`src/rtl/ex_flag_stage_pkg.sv`:
```
// ex_flag_stage_pkg: shared widths, flag-update encodings, flag struct and overflow helper
package ex_flag_stage_pkg;
  localparam int DATA_W = 16;
  localparam int REG_W = 4;
  localparam int SATCNT_W = 16;
  localparam logic [1:0] FLAG_UPD_NONE = 2'b00;
  localparam logic [1:0] FLAG_UPD_Z = 2'b01;
  localparam logic [1:0] FLAG_UPD_ALL = 2'b10;
  localparam logic [1:0] FLAG_UPD_RSVD = 2'b11;
  typedef struct packed {
    logic z;
    logic v;
    logic n;
  } flags_t;
  // signed overflow: operands agree in sign (after subtract inversion) but the raw sum does not
  function automatic logic sovf(input logic a_msb, input logic b_msb, input logic sub, input logic raw_msb);
    return (a_msb == (b_msb ^ sub)) & (raw_msb != a_msb);
  endfunction
endpackage

```
`src/rtl/ex_flag_stage_if.sv`:
```
// ex_flag_stage_if: execute-to-EX/MEM bundle with adder inputs, pipeline control and stage outputs
interface ex_flag_stage_if;
  import ex_flag_stage_pkg::*;
  logic in_valid;
  logic [DATA_W-1:0] in_result;
  logic in_raw_msb;
  logic in_a_msb;
  logic in_b_msb;
  logic in_sub;
  logic [1:0] in_flag_upd;
  logic [REG_W-1:0] in_rd;
  logic in_wr_en;
  logic stall;
  logic flush;
  logic satcnt_clr;
  logic out_valid;
  logic [DATA_W-1:0] out_result;
  logic [REG_W-1:0] out_rd;
  logic out_wr_en;
  logic flag_z;
  logic flag_v;
  logic flag_n;
  logic [SATCNT_W-1:0] sat_count;
  modport master (
    output in_valid, in_result, in_raw_msb, in_a_msb, in_b_msb, in_sub, in_flag_upd, in_rd, in_wr_en,
    output stall, flush, satcnt_clr,
    input out_valid, out_result, out_rd, out_wr_en, flag_z, flag_v, flag_n, sat_count
  );
  modport slave (
    input in_valid, in_result, in_raw_msb, in_a_msb, in_b_msb, in_sub, in_flag_upd, in_rd, in_wr_en,
    input stall, flush, satcnt_clr,
    output out_valid, out_result, out_rd, out_wr_en, flag_z, flag_v, flag_n, sat_count
  );
endinterface

```
`src/rtl/ex_flag_stage_sat_counter.sv`:
```
// sat_counter: counter that sticks at all-ones, with a clear that beats increment
module sat_counter #(
  parameter int W = 16
) (
  input  logic         clk,
  input  logic         rst,
  input  logic         clr_i,
  input  logic         inc_i,
  output logic [W-1:0] cnt_o
);
  logic [W-1:0] cnt_q, cnt_d;
  // next count: clear wins, otherwise increment unless already saturated
  always_comb cnt_d = clr_i ? '0 : (inc_i && !(&cnt_q)) ? cnt_q + 1'b1 : cnt_q;
  // count register
  always_ff @(posedge clk) cnt_q <= rst ? '0 : cnt_d;
  assign cnt_o = cnt_q;
endmodule

```
`src/rtl/ex_flag_stage.sv`:
```
// ex_flag_stage: registers the saturated adder result into EX/MEM and maintains Z/V/N flags and a saturation count
module ex_flag_stage
  import ex_flag_stage_pkg::*;
(
  input logic clk,
  input logic rst,
  ex_flag_stage_if.slave bus
);
  logic accept, hold, v_new, z_new;
  logic valid_q, valid_d, wr_en_q, wr_en_d;
  logic [DATA_W-1:0] result_q, result_d;
  logic [REG_W-1:0] rd_q, rd_d;
  flags_t flags_q, flags_d;
  assign accept = bus.in_valid & ~bus.stall & ~bus.flush;
  assign hold = bus.stall & ~bus.flush;
  assign v_new = sovf(bus.in_a_msb, bus.in_b_msb, bus.in_sub, bus.in_raw_msb);
  assign z_new = bus.in_result == '0;
  // next state: stall holds everything, flush/bubble clear valid, data registers load only on accept
  always_comb begin
    valid_d = hold ? valid_q : accept;
    wr_en_d = hold ? wr_en_q : accept & bus.in_wr_en;
    result_d = accept ? bus.in_result : result_q;
    rd_d = accept ? bus.in_rd : rd_q;
    flags_d = !accept ? flags_q :
              bus.in_flag_upd == FLAG_UPD_Z ? {z_new, flags_q.v, flags_q.n} :
              bus.in_flag_upd == FLAG_UPD_ALL ? {z_new, v_new, bus.in_result[DATA_W-1]} : flags_q;
  end
  // stage and flag registers
  always_ff @(posedge clk) begin
    if (rst) begin
      valid_q <= 1'b0;
      wr_en_q <= 1'b0;
      result_q <= '0;
      rd_q <= '0;
      flags_q <= '0;
    end else begin
      valid_q <= valid_d;
      wr_en_q <= wr_en_d;
      result_q <= result_d;
      rd_q <= rd_d;
      flags_q <= flags_d;
    end
  end
  sat_counter #(.W(SATCNT_W)) u_sat_counter (
    .clk  (clk),
    .rst  (rst),
    .clr_i(bus.satcnt_clr),
    .inc_i(accept && bus.in_flag_upd == FLAG_UPD_ALL && v_new),
    .cnt_o(bus.sat_count)
  );
  assign bus.out_valid = valid_q;
  assign bus.out_wr_en = wr_en_q;
  assign bus.out_result = result_q;
  assign bus.out_rd = rd_q;
  assign bus.flag_z = flags_q.z;
  assign bus.flag_v = flags_q.v;
  assign bus.flag_n = flags_q.n;
endmodule

```
`src/flat_wrapper.sv`:
```
// flat-port wrapper written by rule: the top's interface ports become plain ports
module ex_flag_stage_flat import ex_flag_stage_pkg::*;
  (clk, rst, bus_in_valid, bus_in_result, bus_in_raw_msb, bus_in_a_msb, bus_in_b_msb, bus_in_sub, bus_in_flag_upd, bus_in_rd, bus_in_wr_en, bus_stall, bus_flush, bus_satcnt_clr, bus_out_valid, bus_out_result, bus_out_rd, bus_out_wr_en, bus_flag_z, bus_flag_v, bus_flag_n, bus_sat_count);
  ex_flag_stage_if bus_i ();
  input logic clk;
  input logic rst;
  input wire logic [$bits(bus_i.in_valid)-1:0] bus_in_valid;
  input wire logic [$bits(bus_i.in_result)-1:0] bus_in_result;
  input wire logic [$bits(bus_i.in_raw_msb)-1:0] bus_in_raw_msb;
  input wire logic [$bits(bus_i.in_a_msb)-1:0] bus_in_a_msb;
  input wire logic [$bits(bus_i.in_b_msb)-1:0] bus_in_b_msb;
  input wire logic [$bits(bus_i.in_sub)-1:0] bus_in_sub;
  input wire logic [$bits(bus_i.in_flag_upd)-1:0] bus_in_flag_upd;
  input wire logic [$bits(bus_i.in_rd)-1:0] bus_in_rd;
  input wire logic [$bits(bus_i.in_wr_en)-1:0] bus_in_wr_en;
  input wire logic [$bits(bus_i.stall)-1:0] bus_stall;
  input wire logic [$bits(bus_i.flush)-1:0] bus_flush;
  input wire logic [$bits(bus_i.satcnt_clr)-1:0] bus_satcnt_clr;
  output wire logic [$bits(bus_i.out_valid)-1:0] bus_out_valid;
  output wire logic [$bits(bus_i.out_result)-1:0] bus_out_result;
  output wire logic [$bits(bus_i.out_rd)-1:0] bus_out_rd;
  output wire logic [$bits(bus_i.out_wr_en)-1:0] bus_out_wr_en;
  output wire logic [$bits(bus_i.flag_z)-1:0] bus_flag_z;
  output wire logic [$bits(bus_i.flag_v)-1:0] bus_flag_v;
  output wire logic [$bits(bus_i.flag_n)-1:0] bus_flag_n;
  output wire logic [$bits(bus_i.sat_count)-1:0] bus_sat_count;
  assign bus_i.in_valid = bus_in_valid;
  assign bus_i.in_result = bus_in_result;
  assign bus_i.in_raw_msb = bus_in_raw_msb;
  assign bus_i.in_a_msb = bus_in_a_msb;
  assign bus_i.in_b_msb = bus_in_b_msb;
  assign bus_i.in_sub = bus_in_sub;
  assign bus_i.in_flag_upd = bus_in_flag_upd;
  assign bus_i.in_rd = bus_in_rd;
  assign bus_i.in_wr_en = bus_in_wr_en;
  assign bus_i.stall = bus_stall;
  assign bus_i.flush = bus_flush;
  assign bus_i.satcnt_clr = bus_satcnt_clr;
  assign bus_out_valid = bus_i.out_valid;
  assign bus_out_result = bus_i.out_result;
  assign bus_out_rd = bus_i.out_rd;
  assign bus_out_wr_en = bus_i.out_wr_en;
  assign bus_flag_z = bus_i.flag_z;
  assign bus_flag_v = bus_i.flag_v;
  assign bus_flag_n = bus_i.flag_n;
  assign bus_sat_count = bus_i.sat_count;
  ex_flag_stage u_core (.clk(clk), .rst(rst), .bus(bus_i));
endmodule
```
`config.mk`:
```
export PLATFORM = sky130hd
export DESIGN_NAME = ex_flag_stage_flat
export DESIGN_NICKNAME = d
export VERILOG_FILES = /design/src/rtl/ex_flag_stage_pkg.sv /design/src/rtl/ex_flag_stage_if.sv /design/src/rtl/ex_flag_stage_sat_counter.sv /design/src/rtl/ex_flag_stage.sv /design/src/flat_wrapper.sv
export SDC_FILE = /design/constraint.sdc
export NUM_CORES = 1
export LEC_CHECK = 0
export ABC_CLOCK_PERIOD_IN_PS = 1750
export BUFFER_PORTS_ARGS = -buffer_cell sky130_fd_sc_hd__buf_2
export CORE_MARGIN = 2
export CORE_UTILIZATION = 40
export CTS_BUF_LIST = sky130_fd_sc_hd__clkbuf_4 sky130_fd_sc_hd__clkbuf_8 sky130_fd_sc_hd__clkbuf_16
export DETAILED_ROUTE_END_ITERATION = 12
export HOLD_SLACK_MARGIN = 0.02
export PLACE_DENSITY_LB_ADDON = 0.1
export SYNTH_ARGS = -nofsm -noshare
export SYNTH_HDL_FRONTEND = slang
export SYNTH_SLANG_ARGS = --single-unit
```
`constraint.sdc`:
```
create_clock -name clk -period 1.75 [get_ports clk]
set_input_delay 0.0875 -clock clk [delete_from_list [all_inputs] [get_ports clk]]
set_output_delay 0.0875 -clock clk [all_outputs]
set_load 0.005 [all_outputs]
```
== After elaboration in Yosys (flattened, before gate mapping) ==
Index checks and enable logic that the tools add are counted.

* Output and inout port bits: 41
* Register bits after elaboration: 41

* Reductions and logical operators: 10
* Multiplexer cells: 2
* $add $sub $neg: 1
* Eq/ne operators: 4
* Bitwise operators: 9

{| class="wikitable"
|+ Operators with widths
! cell !! count
|-
| $add A16 B1 Y16 const B || 1
|-
| $logic_not A16 Y1 || 1
|-
| $reduce_and A16 Y1 || 1
|-
| $mux W3 || 2
|-
| $and A1 B1 Y1 || 5
|-
| $logic_and A1 B1 Y1 || 3
|-
| $not A1 Y1 || 3
|-
| $reduce_and A3 Y1 || 1
|-
| $eq A2 B1 Y1 const B || 1
|-
| $eq A2 B2 Y1 const B || 1
|-
| $reduce_and A2 Y1 || 1
|-
| $reduce_bool A2 Y1 || 1
|-
| $reduce_or A2 Y1 || 1
|-
| $eq A1 B1 Y1 || 1
|-
| $logic_not A1 Y1 || 1
|-
| $ne A1 B1 Y1 || 1
|-
| $xor A1 B1 Y1 || 1
|}

== Depth between registers and ports, before layout ==
Gate-level depths: netlist of the first run.

* Depth in word-level cells: 6
* Depth in mapped cells: 7

== Cells and area by module ==
Synthesis of the first run repeated with hierarchy kept, for this count alone.

* Cell total of the unflattened synthesis: 236
* Area total of the unflattened synthesis: 1953.1 um^2

{| class="wikitable"
|+ By module, submodules not included
! module !! instances !! cells each !! area each (um^2)
|-
| ex_flag_stage || 1 || 126 || 1028.5
|-
| sat_counter || 1 || 110 || 924.6
|}

== Least setup slack after synthesis of the first run ==
Ideal clock, no wire load.

* Kind: register -> register
* Start point: register u_core.u_sat_counter.cnt_q[0] (netlist: u_core.u_sat_counter.cnt_o[0])
* End point: register u_core.u_sat_counter.cnt_q[10] (netlist: u_core.u_sat_counter.cnt_o[10])
* Setup time: 0.116 ns
* Required time: 1.634 ns
* Setup slack: -0.193 ns
* Cell stages (with the launch flop): 7
* Buffers on the path: 0
* Data arrival time: 1.827 ns
* Cells stage by stage: dfxtp_1 > ha_1 > nand3_1 > or2_2 > nor4_1 > a31oi_1 > a41o_1

* Word-level cells in the longest chain between the ends: 3
* Elaborated cells between the ends (all ways): 4
* Classes of those cells: add/sub (1); reduce/logical (3)

{| class="wikitable"
|+ Ends and longest elaborated chain
! what !! line !! text
|-
| start, declared || ex_flag_stage_sat_counter.sv:11 || <nowiki>logic [W-1:0] cnt_q, cnt_d;</nowiki>
|-
| start signal, assigned || ex_flag_stage_sat_counter.sv:15 || <nowiki>always_ff @(posedge clk) cnt_q <= rst ? '0 : cnt_d;</nowiki>
|-
| branches (longest 3 deep; another with $add A16 B1 Y16) || n/a ||
|}

Parallel ways; which one is timed is not known.
A chain may end at the register's enable or synchronous reset.

== Final worst setup path of the first run ==
* Start point: register u_core.u_sat_counter.cnt_q[1] (netlist: u_core.u_sat_counter.cnt_o[1])
* End point: register u_core.u_sat_counter.cnt_q[9] (netlist: u_core.u_sat_counter.cnt_o[9])

The elaborated chain is that of the path after synthesis.

==> results of run 1 <==
==> stage by stage <==
stage / util, % / instance area, sq um / setup TNS (ps) / total power (W) / hold slack, ps
after floorplan: - / 1800 / 0 / 0.00105 / 167
after global placement: 54.1 / 2340 / 0 / 0.00113 / 318
after detailed placement: 54.1 / 2340 / 0 / 0.00114 / 317
after CTS: 57.4 / 2480 / 0 / 0.00175 / 23.1
after global routing: 57.9 / 2500 / -7.76 / 0.00182 / 27.3
final: 57.9 / 2500 / 0 / 0.00174 / 24.8
==> cell usage in the layout (no fill, tap or decap), drive strengths merged, types with 3 or more instances in the layout <==
cell and count:
dfxtp 41, clkbuf 6, nand4 5, nor3 4, nand2 51, buf 97, ha 4, o21ai 9
nor4 9, nand3 7, nor2b 3, a21oi 32, dlygate4sd3 4, or3 6, xnor2 5, inv 3
nor2 12
==> flip-flops by register name, summed over array words and instances, names as in the netlist <==
name / cells
u_core.bus.flag_n: 1
u_core.bus.flag_v: 1
u_core.bus.flag_z: 1
u_core.bus.out_rd: 4
u_core.bus.out_result: 16
u_core.bus.out_valid: 1
u_core.bus.out_wr_en: 1
u_core.u_sat_counter.cnt_o: 16
==> what timing repair did <==
action,4_1_cts,5_1_grt
setup endpoints to repair,2,9
setup buffers,2,1
endpoints found under the hold margin,5,0
gates resized for setup,1,4
hold buffers,4,0
pin swaps,3,5
==> cell type report <==
type | count | area (sq um) | area share [%]
timing repair buffer | 101 | 583 | 23.3
clock inverter | 2 | 10.0 | 0.400
clock buffer | 6 | 76.3 | 3.05
sequential | 41 | 821 | 32.8
tap | 52 | 65.1 | 2.60
multi-input combinational | 165 | 936 | 37.4
inverter | 3 | 11.3 | 0.450
==> routing by layer <==
layer	wire (um)	up-vias	GRT usage, %
met5	0	-	0
met4	55	0	5.87
met2	2030	56	27.1
met1	2160	804	26.0
li1	-	966	-
met3	310	5	5.98
==> kinds of logic after synthesis <==
logic type	Yosys count
compound gates	48
buf+inv	14
mux	1
simple gates	106
fa+ha+maj	4
flops	41
xor+xnor	6
==> how the worst max path moves through the flow <==
stage	slack [ps]	end	start	cells past startpoint
6_report	70	u_core.u_sat_counter.cnt_o[9]	u_core.u_sat_counter.cnt_o[1]	7
3_3_place_gp	50	u_core.u_sat_counter.cnt_o[9]	bus_stall	6
4_1_cts	3	u_core.u_sat_counter.cnt_o[15]	u_core.u_sat_counter.cnt_o[1]	6
5_1_grt	-8	u_core.u_sat_counter.cnt_o[5]	u_core.u_sat_counter.cnt_o[1]	6
2_1_floorplan	2	u_core.u_sat_counter.cnt_o[13]	u_core.u_sat_counter.cnt_o[1]	7
3_5_place_dp	20	u_core.u_sat_counter.cnt_o[15]	u_core.u_sat_counter.cnt_o[1]	6
==> report_power, final <==
| part | switching (W) | internal (W) |
|---|---|---|
| Sequential | 0.00000760 | 0.000949 |
| Combinational | 0.0000869 | 0.0000767 |
| Clock | 0.000323 | 0.000292 |
| Total | 0.000417 | 0.00132 |
==> tightest hold or removal path, stage by stage <==
cell and delay, ps:
buf_2 90, nand2_1 40, a21oi_1 50
==> flow_metrics.env, run 1 <==
export IMPL_skew_ps=2.03
export IMPL_synthArstFlopShare_pct=0
export IMPL_status="finished, final reports clean"
export IMPL_place_ws_ps=15.2
export IMPL_startpoint_type="flop"
export IMPL_dieHeight_um=70.6
export IMPL_p_per_area_mw_per_mm2=693
export IMPL_synthTopCellsByCount="nand2_1 (51), dfxtp_1 (41), a21oi_1 (32), nor2_1 (12), clkbuf_1 (10)"
export IMPL_clkLatencyLatePin_ps=290
export IMPL_p_leak_nw=1.10
export IMPL_antenna_diode_count=0
export IMPL_yosys_area_share_simple_pct=28.7
export IMPL_hpwl_um=3250
export IMPL_ys_flop_type="dfxtp_1"
export IMPL_drtPass1Iterations=4
export IMPL_critPathSlowestCell="or4_4"
export IMPL_num_rows=24
export IMPL_cp_max_fo=8
export IMPL_synth_cell_types=32
export IMPL_ys_ff_latch=41
export IMPL_wl_per_cell_um=12.3
export IMPL_layout_drive_gt1_share_pct=37.1
export IMPL_r2r_cells=7
export IMPL_synth_most_common_cell="nand2_1"
export IMPL_worst_pin_slew_ps=547
export IMPL_finalHoldViolCount=0
export IMPL_crit_arrival_ps=1850
export IMPL_synth_edf_count=0
export IMPL_max_cap_viol_count=0
export IMPL_rr_endpoint="u_core.u_sat_counter.cnt_o[9]"
export IMPL_yosysTopAreaCellShare_pct=46.2
export IMPL_areaGrowthSynthToFinish_pct=40.8
export IMPL_grt_overflow=0
export IMPL_initial_core_util_pct=41.1
export IMPL_ant_nets=0
export IMPL_irDropWorstVdd_mv=0.373
export IMPL_coreArea_sq_mm=0.00432
export IMPL_io_pins=74
export IMPL_drt_iter0_drc=115
export IMPL_slowest_delay_ps=480
export IMPL_endpoint_kind="flop"
export IMPL_hold_path_class="in2reg"
export IMPL_crit_buf_inv=1
export IMPL_min_from="bus_in_rd[2]"
export IMPL_r2r_slack_ps=70
export IMPL_finalWorstSetupSlack_ps=68.4
export IMPL_slew_violations=0
export IMPL_dp_cells=355
export IMPL_synth_adder_area_share_pct=2.82
export IMPL_cts_inserted_buffers=5
export IMPL_path_delay_family="simple AND/OR/NAND/NOR gates"
export IMPL_yosysTopAreaCell="dfxtp_1"
export IMPL_nets=354
export IMPL_worstSetupPathType="reg2reg"
export IMPL_worstPathCellList="ha_2 > nand3_2 > nor4_4 > or4_4 > buf_2 > o21ai_0 > a21oi_1"
export IMPL_first_global_vias=1644
export IMPL_min_period_ps=1680
export IMPL_worstPathRequired_ps=1920
export IMPL_maxClockFrequency_mhz=595
export IMPL_vias=1831
export IMPL_cts_sinks=41
export IMPL_setup_viol=0
export IMPL_io_buffer_count=73
export IMPL_syn_area_sq_mm=0.00178
export IMPL_r2r_start="u_core.u_sat_counter.cnt_o[1]"
export IMPL_yosys_area_share_xor_xnor_pct=3.38
export IMPL_synth_warnings=0
export IMPL_synth_avg_cell_area_sq_um=8.08
export IMPL_synth_fp_nets=257
export IMPL_cts_htree_levels=2
export IMPL_rsz0062_at_grt="yes"
export IMPL_slew_headroom_pct=63.2
export IMPL_drc=0
export IMPL_yosys_top_cells_area="dfxtp_1 (46%), nand2_1 (11%), a21oi_1 (9.0%), nor4_1 (3.2%), ha_1 (2.8%)"
export IMPL_grt_usage_pct=18.5
export IMPL_max_clock_path_buffers=2
export IMPL_synth_compound_area_share_pct=14.8
export IMPL_synth_top_family_by_area="simple AND/OR/NAND/NOR gates"
export IMPL_period_share_pct=96.1
export IMPL_grt_max_degree=26
export IMPL_path_clk_slew_ps=80
export IMPL_cts_tree="yes"
export IMPL_vias_per_cell=4.95
export IMPL_synthMuxAreaShare_pct=0.775
export IMPL_dieArea_sq_mm=0.00499
export IMPL_grt_first_pass_wirelength_um=7360
export IMPL_place_congestion=0.771
export IMPL_nFillCells=454
export IMPL_root_buffer="clkbuf_8"
export IMPL_postRouteWirelength_um=4560
export IMPL_min_path_cells=3
export IMPL_fin_cells=370
export IMPL_antenna_found_initial=0
export IMPL_die_x_um=70.6
export IMPL_postSynthCellCount=220
export IMPL_hold_end="u_core.bus.out_rd[2]"
export IMPL_ys_seq_area_share_pct=46.2
Note: power is estimated with default switching activity, not from simulation.
==> inputs of run 2 (changes only) <==
- CORE_UTILIZATION: 40 -> 42
==> run 2 against run 1 <==
The flow now finishes with violations (setup timing). Critical path depth shrank 1. Total power is 1.9% higher. Non-clock buffer count shrank 2. Via count increased by 2.0%. Die area shrank 4.5%. Largest power group unchanged. Register-to-register slack worse by 90 ps. Clock-buffer cell count unchanged. Largest cell class unchanged. First-iteration DRC count decreased by 43%. Routed wire length up 2.0%.
==> flow_metrics.env, run 2 (synthesis results as in run 1) <==
export IMPL_status="finished with violations"
export IMPL_violations="setup timing"
export IMPL_final_common_cell="buf_2"
export IMPL_place_congestion=0.758
export IMPL_dieArea_sq_mm=0.00477
export IMPL_num_rows=23
export IMPL_clkLatencyLatePin_ps=290
export IMPL_io_pins=74
export IMPL_nFillCells=373
export IMPL_drtPass1Iterations=4
export IMPL_cts_inserted_buffers=5
export IMPL_crit_arrival_ps=2000
export IMPL_grt_first_pass_wirelength_um=7610
export IMPL_worstPathRequired_ps=1980
export IMPL_worst_pin_slew_ps=424
export IMPL_p_per_area_mw_per_mm2=695
export IMPL_initial_core_util_pct=44.1
export IMPL_antenna_diode_count=0
export IMPL_finalHoldViolCount=0
export IMPL_maxClockFrequency_mhz=565
export IMPL_grt_usage_pct=19.3
export IMPL_pwr_share_clk_pct=36.9
export IMPL_p_leak_nw=1.11
export IMPL_p_int_w=0.00134
export IMPL_startpoint_type="flop"
export IMPL_p_seq_share_pct=54.1
export IMPL_finalWorstSetupSlack_ps=-19.0
export IMPL_ant_nets=0
export IMPL_period_share_pct=101
export IMPL_place_ws_ps=-10.3
export IMPL_vias_per_cell=5.10
export IMPL_antenna_found_initial=0
export IMPL_final_cell_mix="buf_2 (73), nand2_1 (51), dfxtp_1 (36), a21oi_1 (30), buf_4 (24)"
export IMPL_root_buffer="clkbuf_8"
export IMPL_grt_overflow=0
export IMPL_hold_path_class="in2reg"
export IMPL_vias=1868
export IMPL_setup_viol=1
export IMPL_grt_max_degree=25
export IMPL_first_global_vias=1751
export IMPL_nets=352
export IMPL_min_from="bus_in_rd[2]"
export IMPL_cts_tree="yes"
export IMPL_worstSetupPathType="reg2reg"
export IMPL_post_route_util_pct=63.1
export IMPL_coreArea_sq_mm=0.00403
export IMPL_min_period_ps=1770
export IMPL_cts_sinks=41
export IMPL_max_cap_viol_count=0
export IMPL_rsz0062_at_grt="yes"
export IMPL_dieHeight_um=69.0
export IMPL_slew_violations=0
export IMPL_swShare_pct=24.2
export IMPL_areaGrowthSynthToFinish_pct=43.1
export IMPL_postRouteWirelength_um=4650
export IMPL_layout_drive_gt1_share_pct=40.5
export IMPL_cts_htree_levels=2
export IMPL_worstSetupStartpoint="u_core.u_sat_counter.cnt_o[0]"
export IMPL_combinationalPowerShare_pct=9.0
export IMPL_slew_headroom_pct=71.5
export IMPL_max_clock_path_buffers=2
export IMPL_irDropWorstVdd_mv=0.377
export IMPL_path_clk_slew_ps=80
export IMPL_die_x_um=69.0
export IMPL_skew_ps=0.782
export IMPL_drt_iter0_drc=65
export IMPL_drc=0
export IMPL_wl_per_cell_um=12.7
export IMPL_switchingPower_w=0.000427
export IMPL_cp_max_fo=7
export IMPL_hpwl_um=3320
export IMPL_r2r_start="u_core.u_sat_counter.cnt_o[0]"
export IMPL_endpoint_kind="flop"
export IMPL_io_buffer_count=73
-- run 2: final cells by class --
class	count	area, sq um	share of cell area, %
multi-input combinational	165	978	38.5
sequential	41	827	32.5
timing repair buffer	99	567	22.3
clock buffer	6	82.6	3.25
tap	50	62.6	2.46
clock inverter	2	13.8	0.541
inverter	3	11.3	0.443
-- run 2: worst max-delay path, cell delays in order (launching register included) --
cell and delay, ps:
dfxtp_2 340, ha_4 170, nand3_4 90, nor4_4 60
or4_4 480, or3_4 420, a21oi_2 150
-- run 2: path summary, 6_finish.rpt --
kind	cells past startpoint	endpoint	slack (ps)
worst min-delay path	3	u_core.bus.out_rd[2]	30
worst max register to register	6	u_core.u_sat_counter.cnt_o[11]	-20
worst max-delay path	6	u_core.u_sat_counter.cnt_o[11]	-20
worst min register to register	2	u_core.bus.out_result[6]	450
-- run 2: timing repair --
action | 4_1_cts | 5_1_grt
endpoints found under the setup margin | 2 | 12
hold buffers | 1 | 0
gates resized for setup | 12 | 9
buffers inserted | 3 | 2
pin swaps | 6 | 8
endpoints found under the hold margin | 2 | 0
-- run 2: metal layers --
layer  up-vias  track usage [%]  routed length [um]
li1        957                -                   -
met1       838             25.2                2200
met2        66             30.7                2090
met3         7             4.97                 298
met4         0             6.97                  67
met5         -                0                   0
-- run 2: power groups by stage --
stage          Combinational (W)  Sequential, W  Clock [W]
3_3_place_gp            0.000156       0.000979          0
6_report                0.000158       0.000957   0.000653
2_1_floorplan          0.0000707       0.000981          0
4_1_cts                 0.000159       0.000957   0.000673
3_5_place_dp            0.000156       0.000979          0
5_1_grt                 0.000176       0.000959   0.000709
-- run 2: metrics by stage --
| stage | hold WS [ps] | TNS [ps] | cell area, sq um | cells | power (W) |
|---|---|---|---|---|---|
| after CTS | 20.3 | -2.76 | 2510 | 365 | 0.00179 |
| after detailed placement | 325 | -11.7 | 2340 | 354 | 0.00114 |
| final | 28.7 | -19.0 | 2540 | 366 | 0.00177 |
| after global routing | 28.6 | -224 | 2540 | 366 | 0.00185 |
| after floorplan | 167 | 0 | 1800 | 220 | 0.00105 |
| after global placement | 319 | 0 | 2340 | 354 | 0.00113 |
==> inputs of run 3 (changes only) <==
- ABC_AREA: unset -> 1
- CORE_UTILIZATION: 42 -> 45
==> run 3 against run 2 <==
The flow now finishes without violations. Total power shrank 2.3%. Sequential power is essentially flat. Worst setup slack gained 210 ps. Cell count grew 19%. Critical path depth grew 3.
==> flow_metrics.env, run 3 <==
export IMPL_dieArea_sq_mm=0.00528
export IMPL_postSynthCellCount=304
export IMPL_synth_most_common_cell="nand2_1"
export IMPL_initial_core_util_pct=47.7
export IMPL_power_total_w=0.00173
export IMPL_rsz0062_at_grt="no"
export IMPL_rr_endpoint="u_core.u_sat_counter.cnt_o[15]"
export IMPL_postRouteWirelength_um=4900
export IMPL_worstPathCellList="ha_1 > nand3_2 > inv_1 > nand2_1 > nor2_2 > nor2_4 > buf_4 > nand2_1 > a21oi_2"
export IMPL_maxClockFrequency_mhz=641
export IMPL_ctsResizeCount=0
export IMPL_antenna_diode_count=0
export IMPL_critPathSlowestCell="dfxtp_1"
export IMPL_ant_nets=0
export IMPL_status="finished, final reports clean"
export IMPL_p_per_area_mw_per_mm2=655
export IMPL_synth_adder_area_share_pct=2.36
export IMPL_cts_htree_levels=2
export IMPL_period_share_pct=89.2
export IMPL_worstPathRequired_ps=1910
export IMPL_vias_per_cell=4.76
export IMPL_hold_path_class="in2reg"
export IMPL_fin_cells=434
export IMPL_io_pins=74
export IMPL_place_congestion=0.831
export IMPL_root_buffer="clkbuf_8"
export IMPL_ys_ff_latch=41
export IMPL_yosysTopAreaCell="dfxtp_1"
export IMPL_ys_seq_area_share_pct=38.7
export IMPL_min_path_cells=3
export IMPL_yosys_top_cells_area="dfxtp_1 (39%), nand2_1 (17%), nor2_1 (6.2%), a21oi_1 (6.1%), inv_1 (4.4%)"
export IMPL_grt_overflow=0
export IMPL_startpoint_type="flop"
export IMPL_dieHeight_um=72.7
export IMPL_yosys_area_share_xor_xnor_pct=2.48
export IMPL_cts_sinks=41
export IMPL_hold_ws_ps=34.3
export IMPL_grt_usage_pct=20.1
export IMPL_min_period_ps=1560
export IMPL_vias=2064
export IMPL_synth_avg_cell_area_sq_um=6.98
export IMPL_critPathMostFrequentCell="nand2_1"
export IMPL_clkLatencyLatePin_ps=290
export IMPL_final_common_cell="nand2_1"
export IMPL_r2r_start="u_core.u_sat_counter.cnt_o[1]"
export IMPL_irDropWorstVdd_mv=0.400
export IMPL_slowest_delay_ps=390
export IMPL_first_global_vias=1903
export IMPL_worstSetupPathType="reg2reg"
export IMPL_path_clk_slew_ps=80
export IMPL_synth_cell_types=29
export IMPL_p_leak_nw=1.24
export IMPL_synthTopCellsByCount="nand2_1 (96), dfxtp_1 (41), nor2_1 (35), a21oi_1 (26), inv_1 (25)"
export IMPL_dp_cells=426
export IMPL_endpoint_kind="flop"
export IMPL_worst_pin_slew_ps=590
export IMPL_crit_arrival_ps=1720
export IMPL_antenna_found_initial=0
export IMPL_syn_area_sq_mm=0.00212
export IMPL_cp_max_fo=6
export IMPL_synth_warnings=0
export IMPL_cts_tree="yes"
export IMPL_synthMuxAreaShare_pct=0
export IMPL_drt_iter0_drc=117
export IMPL_areaGrowthSynthToFinish_pct=24.2
export IMPL_path_delay_family="simple AND/OR/NAND/NOR gates"
export IMPL_yosys_area_share_simple_pct=36.1
export IMPL_min_from="bus_in_rd[1]"
export IMPL_io_buffer_count=73
export IMPL_drtPass1Iterations=4
export IMPL_slew_violations=0
export IMPL_yosysTopAreaCellShare_pct=38.7
export IMPL_synth_compound_area_share_pct=12.8
export IMPL_synthArstFlopShare_pct=0
export IMPL_crit_buf_inv=2
export IMPL_skew_ps=1.49
export IMPL_layout_drive_gt1_share_pct=31.9
export IMPL_synth_top_family_by_area="simple AND/OR/NAND/NOR gates"
export IMPL_ctsHoldBuffers=0
export IMPL_die_x_um=72.7
export IMPL_ys_flop_type="dfxtp_1"
export IMPL_synth_edf_count=0
export IMPL_nets=418
export IMPL_finalSetupTns_ps=0
export IMPL_setup_viol=0
export IMPL_wl_per_cell_um=11.3
export IMPL_synth_fp_nets=341
export IMPL_final_cell_mix="nand2_1 (96), buf_2 (73), dfxtp_1 (41), nor2_1 (35), a21oi_1 (26)"
export IMPL_grt_first_pass_wirelength_um=8450
export IMPL_coreArea_sq_mm=0.00444
export IMPL_postCtsSetupBuffers=0
export IMPL_cts_inserted_buffers=5
export IMPL_num_rows=24
export IMPL_r2r_slack_ps=190
export IMPL_grt_max_degree=25
export IMPL_max_clock_path_buffers=2
export IMPL_r2r_cells=9
export IMPL_finalHoldViolCount=0
export IMPL_hold_end="u_core.bus.out_rd[1]"
export IMPL_post_route_util_pct=59.3
export IMPL_max_cap_viol_count=0
export IMPL_slew_headroom_pct=60.6
export IMPL_hpwl_um=3720
export IMPL_drc=0
-- run 3: how the worst max path moves through the flow --
stage	depth (start not counted)	from	to
after global routing	9	u_core.u_sat_counter.cnt_o[1]	u_core.u_sat_counter.cnt_o[0]
after detailed placement	9	u_core.u_sat_counter.cnt_o[1]	u_core.u_sat_counter.cnt_o[15]
after global placement	9	u_core.u_sat_counter.cnt_o[1]	u_core.u_sat_counter.cnt_o[2]
final	9	u_core.u_sat_counter.cnt_o[1]	u_core.u_sat_counter.cnt_o[15]
after floorplan	9	u_core.u_sat_counter.cnt_o[0]	u_core.u_sat_counter.cnt_o[6]
after CTS	9	u_core.u_sat_counter.cnt_o[1]	u_core.u_sat_counter.cnt_o[15]
-- run 3: worst reg2reg max path: stages (launching register included) --
cell,delay [ps]
dfxtp_1,390
ha_1,220
nand3_2,140
inv_1,80
nand2_1,90
nor2_2,160
nor2_4,50
buf_4,160
nand2_1,80
a21oi_2,50
-- run 3: layer usage --
| layer | GRT usage (%) | vias up | wire length [um] |
|---|---|---|---|
| li1 | - | 1112 | - |
| met1 | 27.9 | 891 | 2440 |
| met2 | 30.7 | 59 | 2120 |
| met3 | 5.39 | 2 | 321 |
| met4 | 5.56 | 0 | 25 |
| met5 | 0 | - | 0 |
-- run 3: logic make-up (layout without fill, tap and decap cells) --
kind of cell / Yosys count / after routing
adder cells (fa/ha/maj): 4 / 4
XOR/XNOR: 6 / 6
flip-flops: 41 / 41
AO/OA/AOI/OAI: 45 / 45
AND/OR/NAND/NOR: 170 / 170
buffers and inverters: 38 / 116
-- run 3: layout make-up --
| class | count | area (sq um) |
|---|---|---|
| Inverter | 28 | 105 |
| Tap cell | 52 | 65.1 |
| Multi-Input combinational cell | 225 | 1140 |
| Clock inverter | 3 | 17.5 |
| Timing Repair Buffer | 80 | 418 |
| Sequential cell | 41 | 821 |
| Clock buffer | 5 | 68.8 |
| Fill cell | 449 | 1810 |
-- run 3: through the flow --
step	worst slack, ps	cell area (sq um)
5_1_grt	39.8	2640
3_3_place_gp	269	2550
2_1_floorplan	272	2120
3_5_place_dp	199	2550
6_report	189	2640
4_1_cts	177	2640
-- run 3: where the power goes --
group / switching [W] / total, W / internal [W]
registers: 0.00000825 / 0.000958 / 0.000950
clock network: 0.000337 / 0.000613 / 0.000275
logic: 0.0000902 / 0.000155 / 0.0000650
total: 0.000436 / 0.00173 / 0.00129
